$ cat src/rtl/auth_pkg.sv
// Shared types and constants for the digest compare block.
package auth_pkg;

  typedef enum logic [1:0] {
    S_IDLE,
    S_CMP,
    S_DONE,
    S_LOCK
  } state_e;

  localparam int CTRL_START = 0;
  localparam int CTRL_CLEAR = 1;

  localparam logic [255:0] REF_DIGEST_DEF =
    256'he42c30a65a37f031fe920210a999325f84dc75c7ee90d4d2543cef1936d3fb36;

endpackage

$ cat src/rtl/auth_fail_counter.sv
// Saturating count of consecutive failed compares.
module auth_fail_counter #(
  parameter int MAX = 3
) (
  input  logic       clk,
  input  logic       rst_n,
  input  logic       inc,
  input  logic       clr,
  output logic       sat,
  output logic [3:0] value
);

  assign sat = (value == 4'(MAX));

  always_ff @(posedge clk or negedge rst_n) begin
    if (!rst_n) begin
      value <= '0;
    end else if (clr) begin
      value <= '0;
    end else if (inc && !sat) begin
      value <= value + 4'd1;
    end
  end

endmodule

$ cat src/rtl/auth_digest_check.sv
// Word-serial digest compare with saturating fail count.
// Optional lockout after MAX_FAIL failures: define AUTH_LOCKOUT_EN.
module auth_digest_check
  import auth_pkg::*;
#(
  parameter int DATA_W = 32,
  parameter int WORDS = 8,
  parameter int MAX_FAIL = 3,
  parameter logic [DATA_W*WORDS-1:0] REF_DIGEST = REF_DIGEST_DEF,
  localparam int ADDR_W = (WORDS > 1) ? $clog2(WORDS) : 1
) (
  input  logic              clk,
  input  logic              reset_n,
  inout  wire               vpp,
  inout  wire               gnd,
  input  logic              cs,
  input  logic              we,
  input  logic              wc,
  input  logic [ADDR_W-1:0] address,
  input  logic [DATA_W-1:0] write_data,
  output logic              digest_valid,
  output logic              busy,
  output logic              locked,
  output logic [3:0]        fail_cnt
);

  localparam logic [ADDR_W-1:0] LAST = ADDR_W'(WORDS - 1);

  logic [1:0] rst_sync;
  logic       rst_n;

  // async assert, clk-synchronous release
  always_ff @(posedge clk or negedge reset_n) begin
    if (!reset_n) begin
      rst_sync <= '0;
    end else begin
      rst_sync <= {rst_sync[0], 1'b1};
    end
  end

  assign rst_n = rst_sync[1];

  state_e            state_q;
  state_e            state_d;
  logic [DATA_W-1:0] cand [WORDS];
  logic [DATA_W-1:0] ref_w [WORDS];
  logic [ADDR_W-1:0] idx_q;
  logic              sticky_q;
  logic              res_pend;
  logic              res_mis;
  logic              valid_q;

  for (genvar g = 0; g < WORDS; g++) begin : g_ref
    assign ref_w[g] = REF_DIGEST[g*DATA_W +: DATA_W];
  end

  logic accept;
  logic word_wr;
  logic ctl_clr;
  logic ctl_start;
  logic addr_ok;
  logic mis_now;
  logic last;
  logic fail_inc;
  logic fail_clr;
  logic fail_sat;
  logic [3:0] fail_val;

  assign accept    = cs & we
                   & ((state_q == S_IDLE) | (state_q == S_DONE));
  assign addr_ok   = (int'(address) < WORDS);
  assign word_wr   = accept & ~wc & addr_ok;
  assign ctl_clr   = accept & wc & write_data[CTRL_CLEAR];
  assign ctl_start = accept & wc & write_data[CTRL_START]
                   & ~write_data[CTRL_CLEAR];
  assign mis_now   = (cand[idx_q] != ref_w[idx_q]);
  assign last      = (idx_q == LAST);
  assign fail_inc  = res_pend & res_mis;
  assign fail_clr  = res_pend & ~res_mis;

  auth_fail_counter #(
    .MAX (MAX_FAIL)
  ) u_fail (
    .clk   (clk),
    .rst_n (rst_n),
    .inc   (fail_inc),
    .clr   (fail_clr),
    .sat   (fail_sat),
    .value (fail_val)
  );

`ifdef AUTH_LOCKOUT_EN
  logic lock_hit;
  assign lock_hit = fail_inc & (int'(fail_val) + 1 >= MAX_FAIL);
`endif

  always_ff @(posedge clk or negedge rst_n) begin
    if (!rst_n) begin
      state_q <= S_IDLE;
    end else begin
      state_q <= state_d;
    end
  end

  always_comb begin
    state_d = state_q;
    unique case (state_q)
      S_IDLE, S_DONE: if (ctl_start) state_d = S_CMP;
      S_CMP:          if (last) state_d = S_DONE;
      S_LOCK:         state_d = S_LOCK;
      default:        state_d = S_IDLE;
    endcase
`ifdef AUTH_LOCKOUT_EN
    if (lock_hit) state_d = S_LOCK;
`endif
  end

  // result lands one edge after the last word is compared
  always_ff @(posedge clk or negedge rst_n) begin
    if (!rst_n) begin
      for (int i = 0; i < WORDS; i++) cand[i] <= '0;
      idx_q    <= '0;
      sticky_q <= 1'b0;
      res_pend <= 1'b0;
      res_mis  <= 1'b0;
      valid_q  <= 1'b0;
    end else begin
      res_pend <= 1'b0;
      if (state_q == S_CMP) begin
        idx_q    <= idx_q + 1'b1;
        sticky_q <= sticky_q | mis_now;
        if (last) begin
          res_pend <= 1'b1;
          res_mis  <= sticky_q | mis_now;
        end
      end
      if (ctl_start) begin
        idx_q    <= '0;
        sticky_q <= 1'b0;
      end
      if (res_pend) valid_q <= ~res_mis;
      if (word_wr) begin
        cand[address] <= write_data;
        valid_q       <= 1'b0;
      end
      if (ctl_clr) begin
        for (int i = 0; i < WORDS; i++) cand[i] <= '0;
        valid_q <= 1'b0;
      end
      if (state_d == S_LOCK) valid_q <= 1'b0;
    end
  end

  assign digest_valid = valid_q;
  assign busy         = (state_q == S_CMP);
  assign fail_cnt     = fail_val;

`ifdef AUTH_LOCKOUT_EN
  assign locked = (state_q == S_LOCK);
`else
  assign locked = 1'b0;
`endif

  logic unused_ok;
  assign unused_ok = ^{vpp, gnd, fail_sat};

endmodule

$ cat config.mk
export PLATFORM = sky130hd
export DESIGN_NAME = auth_digest_check
export DESIGN_NICKNAME = d
export VERILOG_FILES = /design/src/rtl/auth_pkg.sv /design/src/rtl/auth_fail_counter.sv /design/src/rtl/auth_digest_check.sv
export SDC_FILE = /design/constraint.sdc
export NUM_CORES = 1
export LEC_CHECK = 0
export ABC_AREA = 1
export BUFFER_PORTS_ARGS = -buffer_cell sky130_fd_sc_hd__buf_2
export CAP_MARGIN = 0
export CELL_PAD_IN_SITES_DETAIL_PLACEMENT = 0
export CELL_PAD_IN_SITES_GLOBAL_PLACEMENT = 1
export CORE_MARGIN = 4
export CORE_UTILIZATION = 39
export CTS_CLUSTER_DIAMETER = 40
export DETAILED_ROUTE_END_ITERATION = 7
export GPL_TIMING_DRIVEN = 0
export PLACE_DENSITY = 0.65
export SYNTH_ARGS = -nofsm -noshare
export SYNTH_HDL_FRONTEND = slang
export SYNTH_SLANG_ARGS = --single-unit
$ cat constraint.sdc
create_clock -name clk -period 9.9 [get_ports clk]
set_input_delay 1.98 -clock clk [delete_from_list [all_inputs] [get_ports clk]]
set_output_delay 1.98 -clock clk [all_outputs]
set_load 0.02 [all_outputs]
==> results of run 1 <==
## logic make-up after synthesis
| group | after synthesis | synth area share |
|---|---|---|
| buf+inv | 341 | 0.1051 |
| simple gates | 924 | 0.2676 |
| xor+xnor | 2 | 0.001275 |
| other cells | 2 | 0.0005464 |
| flops | 271 | 0.4934 |
| compound gates | 327 | 0.1221 |
| fa+ha+maj | 11 | 0.01001 |
## path summary, 6_finish.rpt
kind	startpoint	to	slack [ns]
max in group asynchronous	rst_sync[1]	cand[191]	8.48
min in group clk	rst_sync[0]	rst_sync[1]	0.35
max	wc	cand[77]	6.16
min	rst_sync[1]	cand[207]	0.33
min reg2reg	rst_sync[1]	cand[207]	0.33
max reg2reg	idx_q[0]	res_mis	6.67
## power breakdown
group,total (W),internal [W],switching [W],leakage (nW)
clock,0.00186,0.00126,0.000597,0.908
sequential,0.00111,0.00111,0.00000358,3.75
combinational,0.0000525,0.0000123,0.0000402,3.66
total,0.00303,0.00239,0.000641,8.32
## synthesized netlist by cell type, types with 6 or more instances
master and number:
a21oi_1 9, buf_2 29, buf_4 6, buf_6 14
clkbuf_1 50, dfrtp_1 271, ha_1 11, inv_1 237
nand2_1 647, nand3_1 96, nor2_1 142, nor3_1 14
o211ai_1 7, o21ai_0 280, o21ai_1 22, o21bai_1 6
or2_1 7
## metal layers
| metal | GRT usage | up-vias | share of wire |
|---|---|---|---|
| li1 | - | 6056 | - |
| met1 | 0.4021 | 6064 | 0.45 |
| met2 | 0.4413 | 418 | 0.45 |
| met3 | 0.04757 | 103 | 0.068 |
| met4 | 0.09051 | 0 | 0.031 |
| met5 | 0 | - | 0 |
## registers in the layout, indices dropped and copies added (netlist names)
register / count
digest_valid: 1
cand: 256
state_q: 2
res_mis: 1
rst_sync: 2
idx_q: 3
sticky_q: 1
u_fail.value: 4
res_pend: 1
## final cells by class
| class | instances | area share |
|---|---|---|
| inverters | 242 | 0.05514 |
| repair buffers | 48 | 0.02005 |
| clock inverters | 30 | 0.02461 |
| flip-flops and latches | 271 | 0.4119 |
| well taps | 455 | 0.03456 |
| multi-input cells | 1266 | 0.3350 |
| plain buffers | 99 | 0.03251 |
| clock buffers | 64 | 0.08606 |
| diodes | 1 | 0.0001519 |
## metrics by stage
stage / util / total power [W] / setup slack [ns] / instance area [µm²] / instances
4_1_cts: 0.4756 / 0.003059 / 6.190 / 16470 / 2475
3_5_place_dp: 0.4230 / 0.001186 / 5.652 / 14650 / 2381
5_1_grt: 0.4756 / 0.003113 / 6.077 / 16470 / 2475
3_3_place_gp: 0.4197 / 0.001181 / -1.988 / 14530 / 2377
2_1_floorplan: - / 0.001157 / 1.788 / 13740 / 1878
6_report: 0.4757 / 0.003027 / 6.161 / 16470 / 2476
## worst reg2reg max path: stages (launching register included)
cell and delay (ns):
dfrtp_1 0.46, buf_6 0.18, inv_2 0.06, buf_6 0.14, buf_2 0.36, ha_1 0.36
nor2_1 0.33, a21oi_1 0.15, inv_1 0.08, nor2_1 0.04, nor2_1 0.13, nand2_1 0.06
nor2_1 0.16, nand2_1 0.10, nor2_1 0.19, nand3_1 0.18, nand2_1 0.10, inv_1 0.04
==> results.tsv, run 1 <==
metric	value	unit
fillers	3566	
critical-path maximum fanout	11	
synth top area cells	dfrtp_1 49%, nand2_1 18%, o21ai_0 10%, inv_1 6.5%, nor2_1 3.9%	
ANT nets after route	0	
DRC violations left	0	
setup violators final	0	
Worst-Margin Slew	1.105	ns
DRT iter0 DRCs	1145	
Mean Syn Cell Area	7.319	µm²
status	finished, final reports clean	
CP required	10.31	ns
Max Slew Vio Count	0	
synthesis-stage register bit count	271	
# clock sinks	271	
multi-input logic area	0.005519	mm²
IO buf count	44	
post-synthesis cell type count	32	
total global-route track usage	0.2821	
achievable clock frequency	0.2675	GHz
Pwr Density	183.8	mW/mm²
Hold Path Class	reg -> async	
setup repair bufs after CTS	0	
nets	2032	
hold bufs inserted after CTS	0	
synth warn	0	
core region area	0.03463	mm²
CP max-delay cell	clkbuf_1	
Min Clock Period, post-route	3.739	ns
CP Cell Sequence	clkbuf_1 > a21oi_1 > buf_2 > o21ai_1 > clkbuf_1 > o21ai_0	
share of cells above drive strength 1	0.09851	
Placer Congestion	0.8649	
crit path DAT	4.15	ns
unrepaired setup endpoints after global routing	false	
Final Hold Viols	0	
sequential element share of the synthesized area	0.4934	
cell mode on critical path	clkbuf_1	
antenna violations before repair	1	
CP top delay family	buffers and inverters	
max_slew headroom	0.2585	
biggest area consumer among synthesized cells	dfrtp_1	
CTS Buf Count	51	
WP depth	6	
net count after synthesis	1931	
vias in the first global route	12070	
crit path buf inv count	3	
final WL	54260	µm
leakage	8.319	nW
CTS tree	built	
Max-Cap Viols	0	
die span in y	195.7	µm
Tcrit/Tclk final	0.3776	
Mapped Cells	1878	
via count	12640	
grt total ovfl	0	
Area growth syn-to-layout	19.85	%
1st-pass router iterations	6	
asr flop ratio synth	1.000	
CTS clk-pin slew, worst paths	0.05	ns
startpoint types	primary input	
Max VDD drop	134.7	µV
final setup TNS	0	ns
Clock Path Buffers	3	
clk_lat worst skew	0.57	ns
drt wl/cell	21.91	µm
largest stage delay on the critical path	0.73	ns
global-route wire length before repair	80150	µm
largest net degree at the start of global routing	68	
flip-flop and latch area	0.006785	mm²
DR vias/cell	5.105	
EDFF count, synth	0	
Root Driver	clkbuf_16	
Chip Width	195.7	µm
most common flop cell mapped by yosys	dfrtp_1	
CP Capture Type	flip-flop	
H-tree Lvls	2	
Post-Syn Area	0.01374	mm²
commonest non-fill, non-tap cell in the layout	nand2_1	
worst reg2reg path depth	17	
Worst Hold Slack	0.3341	ns
Die ar.	0.03831	mm²
Yosys top cell area share	0.4934	
critical path class	in -> reg	
post_cts resized	0	
Starting Density	0.3969	
post-DP HPWL	35750	µm
Clock Skews	0.01522	ns
endpoints left unconstrained	2	
most frequent cells in the layout	647 x nand2_1, 280 x o21ai_0, 270 x dfrtp_1	
# rows	68	
top-level I/O count	49	
(Power assumes the default switching activity.)
==> run 2, diff against run 1 <==
--- a/config.mk
+++ b/config.mk
@@ -5,7 +5,7 @@
 export SDC_FILE = /design/constraint.sdc
 export NUM_CORES = 1
 export LEC_CHECK = 0
-export ABC_AREA = 1
+export ABC_AREA = 0
 export BUFFER_PORTS_ARGS = -buffer_cell sky130_fd_sc_hd__buf_2
 export CAP_MARGIN = 0
 export CELL_PAD_IN_SITES_DETAIL_PLACEMENT = 0
@@ -15,7 +15,7 @@
 export CTS_CLUSTER_DIAMETER = 40
 export DETAILED_ROUTE_END_ITERATION = 7
 export GPL_TIMING_DRIVEN = 0
-export PLACE_DENSITY = 0.65
+export PLACE_DENSITY = 0.63
 export SYNTH_ARGS = -nofsm -noshare
 export SYNTH_HDL_FRONTEND = slang
 export SYNTH_SLANG_ARGS = --single-unit
==> constraint.sdc (replaced) <==
create_clock -name clk -period 3.5 [get_ports clk]
set_input_delay 0.7 -clock clk [delete_from_list [all_inputs] [get_ports clk]]
set_output_delay 0.7 -clock clk [all_outputs]
set_load 0.02 [all_outputs]
==> run 2 against run 1 <==
Compared with the run above:
- core utilization shrank 0.14 points
- combinational power increased to 81 times the previous value
- area after synthesis down 2.0%
- cell area is 2.7% lower
- cell count decreased by 17%
- global-route usage decreased by 0.91 points
- synthesized cell count is 21% lower
- routed wire length shrank 4.5%
- sequential power grew to 3.9 times the previous value
- worst hold slack gained 0.014 ns
- register-to-register slack got worse by 6.6 ns
- critical endpoint is now sticky_q
==> results.tsv, run 2 <==
metric	value	unit	change
status	finished, final reports clean		unchanged
Clock Skews	0.02009	ns	was 0.01522 ns
Hold Path Class	reg -> reg		was reg -> async
max_slew headroom	0.3402		was 0.2585
Critical path destination	sticky_q		was cand[77]
synth cell count leaders	524 x nand2_1, 271 x dfrtp_1, 266 x a21oi_1		was 647 x nand2_1, 280 x o21ai_0, 271 x dfrtp_1
Mean Syn Cell Area	9.032	µm²	was 7.319 µm²
Starting Density	0.3989		was 0.3969
Combinational Power Share	0.316		was 0.017
critical-path maximum fanout	10		was 11
most common flop cell mapped by yosys	dfrtp_1		unchanged
biggest area consumer among synthesized cells	dfrtp_1		unchanged
fillers	3364		was 3566
switching pwr	0.004720	W	was 0.0006408 W
# clock sinks	271		unchanged
CP Capture Type	flip-flop		unchanged
CTS tree	built		unchanged
post-synthesis cell type count	61		was 32
CP startpoint	idx_q[0]		was wc
net count after synthesis	1545		was 1931
ANT nets after route	0		unchanged
drt wl/cell	25.22	µm	was 21.91 µm
sequential element share of the synthesized area	0.5032		was 0.4934
Mapped Cells	1492		was 1878
IO buf count	14		was 44
Clock Path Buffers	3		unchanged
H-tree Lvls	2		unchanged
unrepaired setup endpoints after global routing	false		unchanged
DR vias/cell	5.527		was 5.105
commonest non-fill, non-tap cell in the layout	nand2_1		unchanged
worst reg2reg path depth	11		was 17
Worst-Margin Slew	0.9898	ns	was 1.105 ns
multi-input logic area	0.005997	mm²	was 0.005519 mm²
Internal Power	0.008678	W	was 0.002387 W
RR Startpoint	idx_q[0]		unchanged
top-level I/O count	49		unchanged
largest net degree at the start of global routing	64		was 68
CP required	3.93	ns	was 10.31 ns
vias in the first global route	11240		was 12070
CTS clk-pin slew, worst paths	0.05	ns	about the same
1st-pass router iterations	5		was 6
leakage	6.932	nW	was 8.319 nW
asr flop ratio synth	1.000		unchanged
Post-Syn Area	0.01348	mm²	was 0.01374 mm²
Placer Congestion	0.8987		was 0.8649
Clk network pwr share	0.358		was 0.615
DRC violations left	0		unchanged
EDFF count, synth	0		unchanged
Chip Width	193.9	µm	was 195.7 µm
min-delay src	rst_sync[0]		
clk_lat worst skew	0.58	ns	was 0.57 ns
Pwr Total	0.01340	W	was 0.003027 W
DRT iter0 DRCs	907		was 1145
crit path DAT	3.85	ns	was 4.15 ns
Inst Count DP	1958		was 2381
startpoint types	flip-flop		was primary input
setup violators final	0		unchanged
global-route wire length before repair	77070	µm	was 80150 µm
final WL	51820	µm	was 54260 µm
R2R Setup Slk	0.08	ns	was 6.67 ns
Area growth syn-to-layout	18.92	%	was 19.85%
Yosys top cell area share	0.5032		was 0.4934
most frequent cells in the layout	524 x nand2_1, 268 x dfrtp_1, 266 x a21oi_1		was 647 x nand2_1, 280 x o21ai_0, 270 x dfrtp_1
Non-Filler Instances	2055		was 2476
sw frac	0.3523		was 0.2117
Root Driver	clkbuf_16		unchanged
synthesis-stage register bit count	271		unchanged
synth top area cells	dfrtp_1 50%, nand2_1 15%, a21oi_1 9.9%, mux4_2 5.2%, clkbuf_1 2.5%		was dfrtp_1 49%, nand2_1 18%, o21ai_0 10%, inv_1 6.5%, nor2_1 3.9%
Worst Setup Slack post-DPL	-1.287	ns	was 5.652 ns
share of cells above drive strength 1	0.1308		was 0.09851
nets	1620		was 2032
max FFs per register	256		unchanged
Pwr Density	836.0	mW/mm²	was 183.8 mW/mm²
Min Clock Period, post-route	3.418	ns	
worst setup slack after layout	0.08204	ns	was 6.161 ns
largest registers	cand x256, u_fail.value x4, idx_q x3		unchanged
via count	11360		was 12640
RR Endpoint	sticky_q		was res_mis
most common cell in the netlist	nand2_1		unchanged
post-DP HPWL	35350	µm	was 35750 µm
grt total ovfl	0		unchanged
synth warn	0		unchanged
total global-route track usage	0.2730		was 0.2821
Finished Core Util	0.4744		was 0.4757
die span in y	193.9	µm	was 195.7 µm
Worst Hold Slack	0.3484	ns	was 0.3341 ns
Final Hold Viols	0		unchanged
core region area	0.03378	mm²	was 0.03463 mm²
flip-flop and latch area	0.006788	mm²	was 0.006785 mm²
CTS Buf Count	47		was 51
Max VDD drop	471.1	µV	was 134.7 µV
Die ar.	0.03759	mm²	was 0.03831 mm²
achievable clock frequency	0.2926	GHz	
endpoints left unconstrained	2		unchanged
Flop pwr share	0.326		was 0.368
Max-Cap Viols	0		unchanged
Tcrit/Tclk final	0.9766		
# rows	67		was 68
Most flops, register	cand		unchanged
Max Slew Vio Count	0		unchanged
antenna violations before repair	1		unchanged
critical path class	reg -> reg		was in -> reg
==> run 2: cell count changes after synthesis, sizes merged, moves of 42 or more <==
cell    delta
o21ai    -279
a21oi    +257
inv      -228
nand2    -124
nor2     -120
nand3     -89
clkbuf    +70
mux4      +42
==> run 2: layout make-up <==
cell class	count	area share
antenna	1	0.0001562
buffer	147	0.04505
clock buffer	57	0.07948
clock inverter	31	0.02389
inverter	14	0.003513
multi-input combinational	1060	0.3742
sequential	271	0.4236
tap	448	0.03498
timing repair buffer	26	0.01515
==> run 2: what timing repair did <==
item,CTS,global route
setup buffers,6,1
endpoints found under the hold margin,2,0
hold buffers,1,0
endpoints found under the setup margin,2,2
resized for setup,25,2
pin swaps,1,2
==> run 2: per-stage QoR <==
step	TNS [ns]	cell area (µm²)
floorplan	0	13480
global placement	-128.91	14110
CTS	0	16010
global route	0	16020
detailed placement	-2.568	14220
finish	0	16030
==> run 2: logic make-up (layout without fill, tap and decap cells) <==
kind of cell	count (synthesis)	after routing	synth area share
other	2	3	0.0005573
XOR/XNOR	21	21	0.01365
AND/OR/NAND/NOR	609	609	0.1835
multiplexers	75	75	0.09851
AO/OA/AOI/OAI	342	342	0.1381
adder cells (fa/ha/maj)	11	11	0.01021
flip-flops	271	271	0.5032
buffers and inverters	161	275	0.05228
==> run 2: power by group through the flow <==
stage          sequential, W  combinational (W)  clock, W
2_1_floorplan        0.00428            0.00268         0
3_3_place_gp         0.00447            0.00388         0
3_5_place_dp         0.00443            0.00400         0
4_1_cts              0.00438            0.00419   0.00485
5_1_grt              0.00446            0.00452   0.00502
6_report             0.00437            0.00424   0.00479
==> run 2: per-layer routing <==
metal | vias up | part of all wire | global-route usage
met2 | 360 | 0.46 | 0.4327
met3 | 96 | 0.068 | 0.06012
li1 | 5174 | - | -
met4 | 0 | 0.031 | 0.08099
met5 | - | 0 | 0
met1 | 5729 | 0.44 | 0.3798
==> run 2: worst min path at each step <==
stage / to / slack, ns / depth (start not counted)
after floorplan: rst_sync[1] / 0.33 / 0
after global placement: rst_sync[1] / 0.34 / 0
after detailed placement: rst_sync[1] / 0.34 / 0
after CTS: rst_sync[1] / 0.35 / 0
after global routing: rst_sync[1] / 0.38 / 0
final: rst_sync[1] / 0.35 / 0
==> run 2: critical path: stages, from the launching register on <==
cell        delay, ns
dfrtp_2          0.40
buf_12           0.15
clkbuf_16        0.19
buf_12           0.18
clkinvlp_4       0.17
ha_1             0.36
xnor2_1          0.15
a32o_1           0.20
or3_1            0.37
or4_4            0.54
nor4b_4          0.41
a31oi_1          0.13
==> run 3, diff against run 2 <==
--- a/config.mk
+++ b/config.mk
@@ -14,7 +14,6 @@
 export CORE_UTILIZATION = 39
 export CTS_CLUSTER_DIAMETER = 40
 export DETAILED_ROUTE_END_ITERATION = 7
-export GPL_TIMING_DRIVEN = 0
 export PLACE_DENSITY = 0.63
 export SYNTH_ARGS = -nofsm -noshare
 export SYNTH_HDL_FRONTEND = slang
==> run 3 against run 2 <==
Compared with the run above:
- sequential share of layout area is essentially flat
- cell count shrank 3.7%
- cell area is essentially flat
- routed wire length shrank 14%
- clock skew grew 0.0017 ns
- critical endpoint unchanged
- clock power grew 4%
- count of clock-buffer cells in the layout grew 8
- core utilization is essentially flat
- fmax grew 8.3%
==> results.tsv, run 3 (synthesis results as in run 2) <==
metric	value	unit	change
top-level I/O count	49		unchanged
worst setup slack after layout	0.3441	ns	was 0.08204 ns
Clock Skews	0.02176	ns	was 0.02009 ns
via count	10800		was 11360
die span in y	193.9	µm	unchanged
achievable clock frequency	0.3169	GHz	was 0.2926 GHz
largest stage delay on the critical path	0.63	ns	was 0.54 ns
total global-route track usage	0.2350		was 0.2730
1st-pass router iterations	5		unchanged
Root Driver	clkbuf_16		unchanged
R2R Setup Slk	0.34	ns	was 0.08 ns
Die ar.	0.03759	mm²	unchanged
Clock Path Buffers	3		unchanged
Worst-Margin Slew	0.7695	ns	was 0.9898 ns
largest registers	cand x256, u_fail.value x4, idx_q x3		unchanged
setup violators final	0		unchanged
CTS clk-pin slew, worst paths	0.05	ns	about the same
status	finished, final reports clean		unchanged
RR Endpoint	sticky_q		unchanged
post_cts resized	0		was 25
DRC violations left	0		unchanged
Tcrit/Tclk final	0.9017		was 0.9766
Non-Filler Instances	1979		was 2055
max FFs per register	256		unchanged
Worst Setup Slack post-DPL	0.3592	ns	was -1.287 ns
# rows	67		unchanged
DR vias/cell	5.459		was 5.527
clk_lat worst skew	0.54	ns	was 0.58 ns
RR Startpoint	idx_q[0]		unchanged
Chip Width	193.9	µm	unchanged
# clock sinks	271		unchanged
Starting Density	0.3989		unchanged
critical path class	reg -> reg		unchanged
Inst Count DP	1892		was 1958
antenna diode count	0		was 1
startpoint types	flip-flop		unchanged
leakage	6.986	nW	was 6.932 nW
final setup TNS	0	ns	unchanged
crit path DAT	3.53	ns	was 3.85 ns
CP Cell Sequence	buf_12 > mux4_1 > or3_1 > a211oi_1 > a21oi_1 > or4_1 > nor4b_4 > a31oi_1		was buf_12 > clkbuf_16 > buf_12 > clkinvlp_4 > ha_1 > xnor2_1 > a32o_1 > or3_1 > or4_4 > nor4b_4 > a31oi_1
most frequent cells in the layout	523 x nand2_1, 268 x dfrtp_1, 266 x a21oi_1		was 524 x nand2_1, 268 x dfrtp_1, 266 x a21oi_1
global-route wire length before repair	68850	µm	was 77070 µm
Hold Path Class	reg -> reg		unchanged
critical-path maximum fanout	16		was 10
Min-Delay Endpoint	rst_sync[1]		unchanged
IO buf count	45		was 14
drt wl/cell	22.63	µm	was 25.22 µm
largest net degree at the start of global routing	73		was 64
share of cells above drive strength 1	0.1548		was 0.1308
final WL	44780	µm	was 51820 µm
fillers	3187		was 3364
CP Capture Type	flip-flop		unchanged
DRT iter0 DRCs	849		was 907
Max Slew Vio Count	0		unchanged
CP required	3.88	ns	was 3.93 ns
unrepaired setup endpoints after global routing	false		unchanged
CP max-delay cell	mux4_1		was or4_4
ANT nets after route	0		unchanged
commonest non-fill, non-tap cell in the layout	nand2_1		unchanged
Max VDD drop	489.1	µV	was 471.1 µV
Final Hold Viols	0		unchanged
Min Clock Period, post-route	3.156	ns	was 3.418 ns
post-DP HPWL	27510	µm	was 35350 µm
max_slew headroom	0.4860		was 0.3402
grt total ovfl	0		unchanged
worst reg2reg path depth	8		was 11
setup repair bufs after CTS	0		was 6
Placer Congestion	0.8468		was 0.8987
Pwr Density	820.8	mW/mm²	was 836.0 mW/mm²
endpoints left unconstrained	2		unchanged
CTS Buf Count	48		was 47
H-tree Lvls	2		unchanged
antenna violations before repair	0		was 1
Most flops, register	cand		unchanged
Area growth syn-to-layout	18.89	%	was 18.92%
placed cell areas	0.01430	mm²	was 0.01422 mm²
core region area	0.03378	mm²	unchanged
Max-Cap Viols	0		unchanged
WHS Path Cells	0		unchanged
vias in the first global route	10800		was 11240
nets	1548		was 1620
min-delay src	rst_sync[0]		unchanged
CTS tree	built		unchanged
final instance area	0.01602	mm²	was 0.01603 mm²
==> run 3: changes by cell type in the layout (fill, tap and decap cells not counted), moves of 9 or more <==
cell | before | now
buf_1 | 9 | 0
buf_12 | 3 | 20
buf_2 | 20 | 45
buf_4 | 14 | 34
clkbuf_1 | 92 | 7
clkbuf_2 | 29 | 0
==> run 3: through the flow <==
stage | utilization | total power (W) | hold WS, ns
detailed placement | 0.4232 | 0.008232 | 0.3387
floorplan | - | 0.006959 | 0.3312
global route | 0.4742 | 0.01382 | 0.3520
finish | 0.4742 | 0.01315 | 0.3486
CTS | 0.4742 | 0.01324 | 0.3505
global placement | 0.4232 | 0.008175 | 0.3364
==> run 3: final cells by class <==
cell class | count | area, µm² | share of cell area
Inverter | 14 | 52.55 | 0.003280
Clock inverter | 21 | 339.1 | 0.02116
Multi-Input combinational cell | 1060 | 6012 | 0.3752
Timing Repair Buffer | 100 | 890.9 | 0.05560
Tap cell | 448 | 560.5 | 0.03499
Clock buffer | 65 | 1376 | 0.08590
Sequential cell | 271 | 6790 | 0.4238
==> run 3: worst max path at each step <==
stage,from,to,slack [ns],cells past startpoint
after floorplan,idx_q[0],sticky_q,0.33,11
after global placement,idx_q[0],sticky_q,0.39,8
after detailed placement,idx_q[0],sticky_q,0.36,8
after CTS,idx_q[0],sticky_q,0.36,8
after global routing,idx_q[0],sticky_q,0.21,11
final,idx_q[0],sticky_q,0.34,8
==> run 3: where the power goes <==
group	internal [W]	total [W]	switching (W)
Clock	0.00334	0.00496	0.00163
Sequential	0.00390	0.00438	0.000485
Combinational	0.00170	0.00380	0.00210
==> run 3: worst max-delay path: cells and delay by family (launching register included) <==
family,cells,cell delay [ns]
AOI/OAI and AO/OA,3,0.46
buffers and inverters,1,0.20
DFF,1,0.53
muxes,1,0.63
and+or+nand+nor,3,1.15
==> run 3: layer usage <==
| metal | GRT usage | part of all wire |
|---|---|---|
| met2 | 0.3699 | 0.46 |
| met5 | 0 | 0 |
| met1 | 0.3458 | 0.47 |
| met3 | 0.03875 | 0.047 |
| met4 | 0.05078 | 0.019 |
==> run 3: timing repair <==
| item | 4_1_cts | 5_1_grt |
|---|---|---|
| hold endpoints to repair | 2 | 0 |
| hold buffers | 1 | 0 |
| setup endpoints to repair | 0 | 0 |
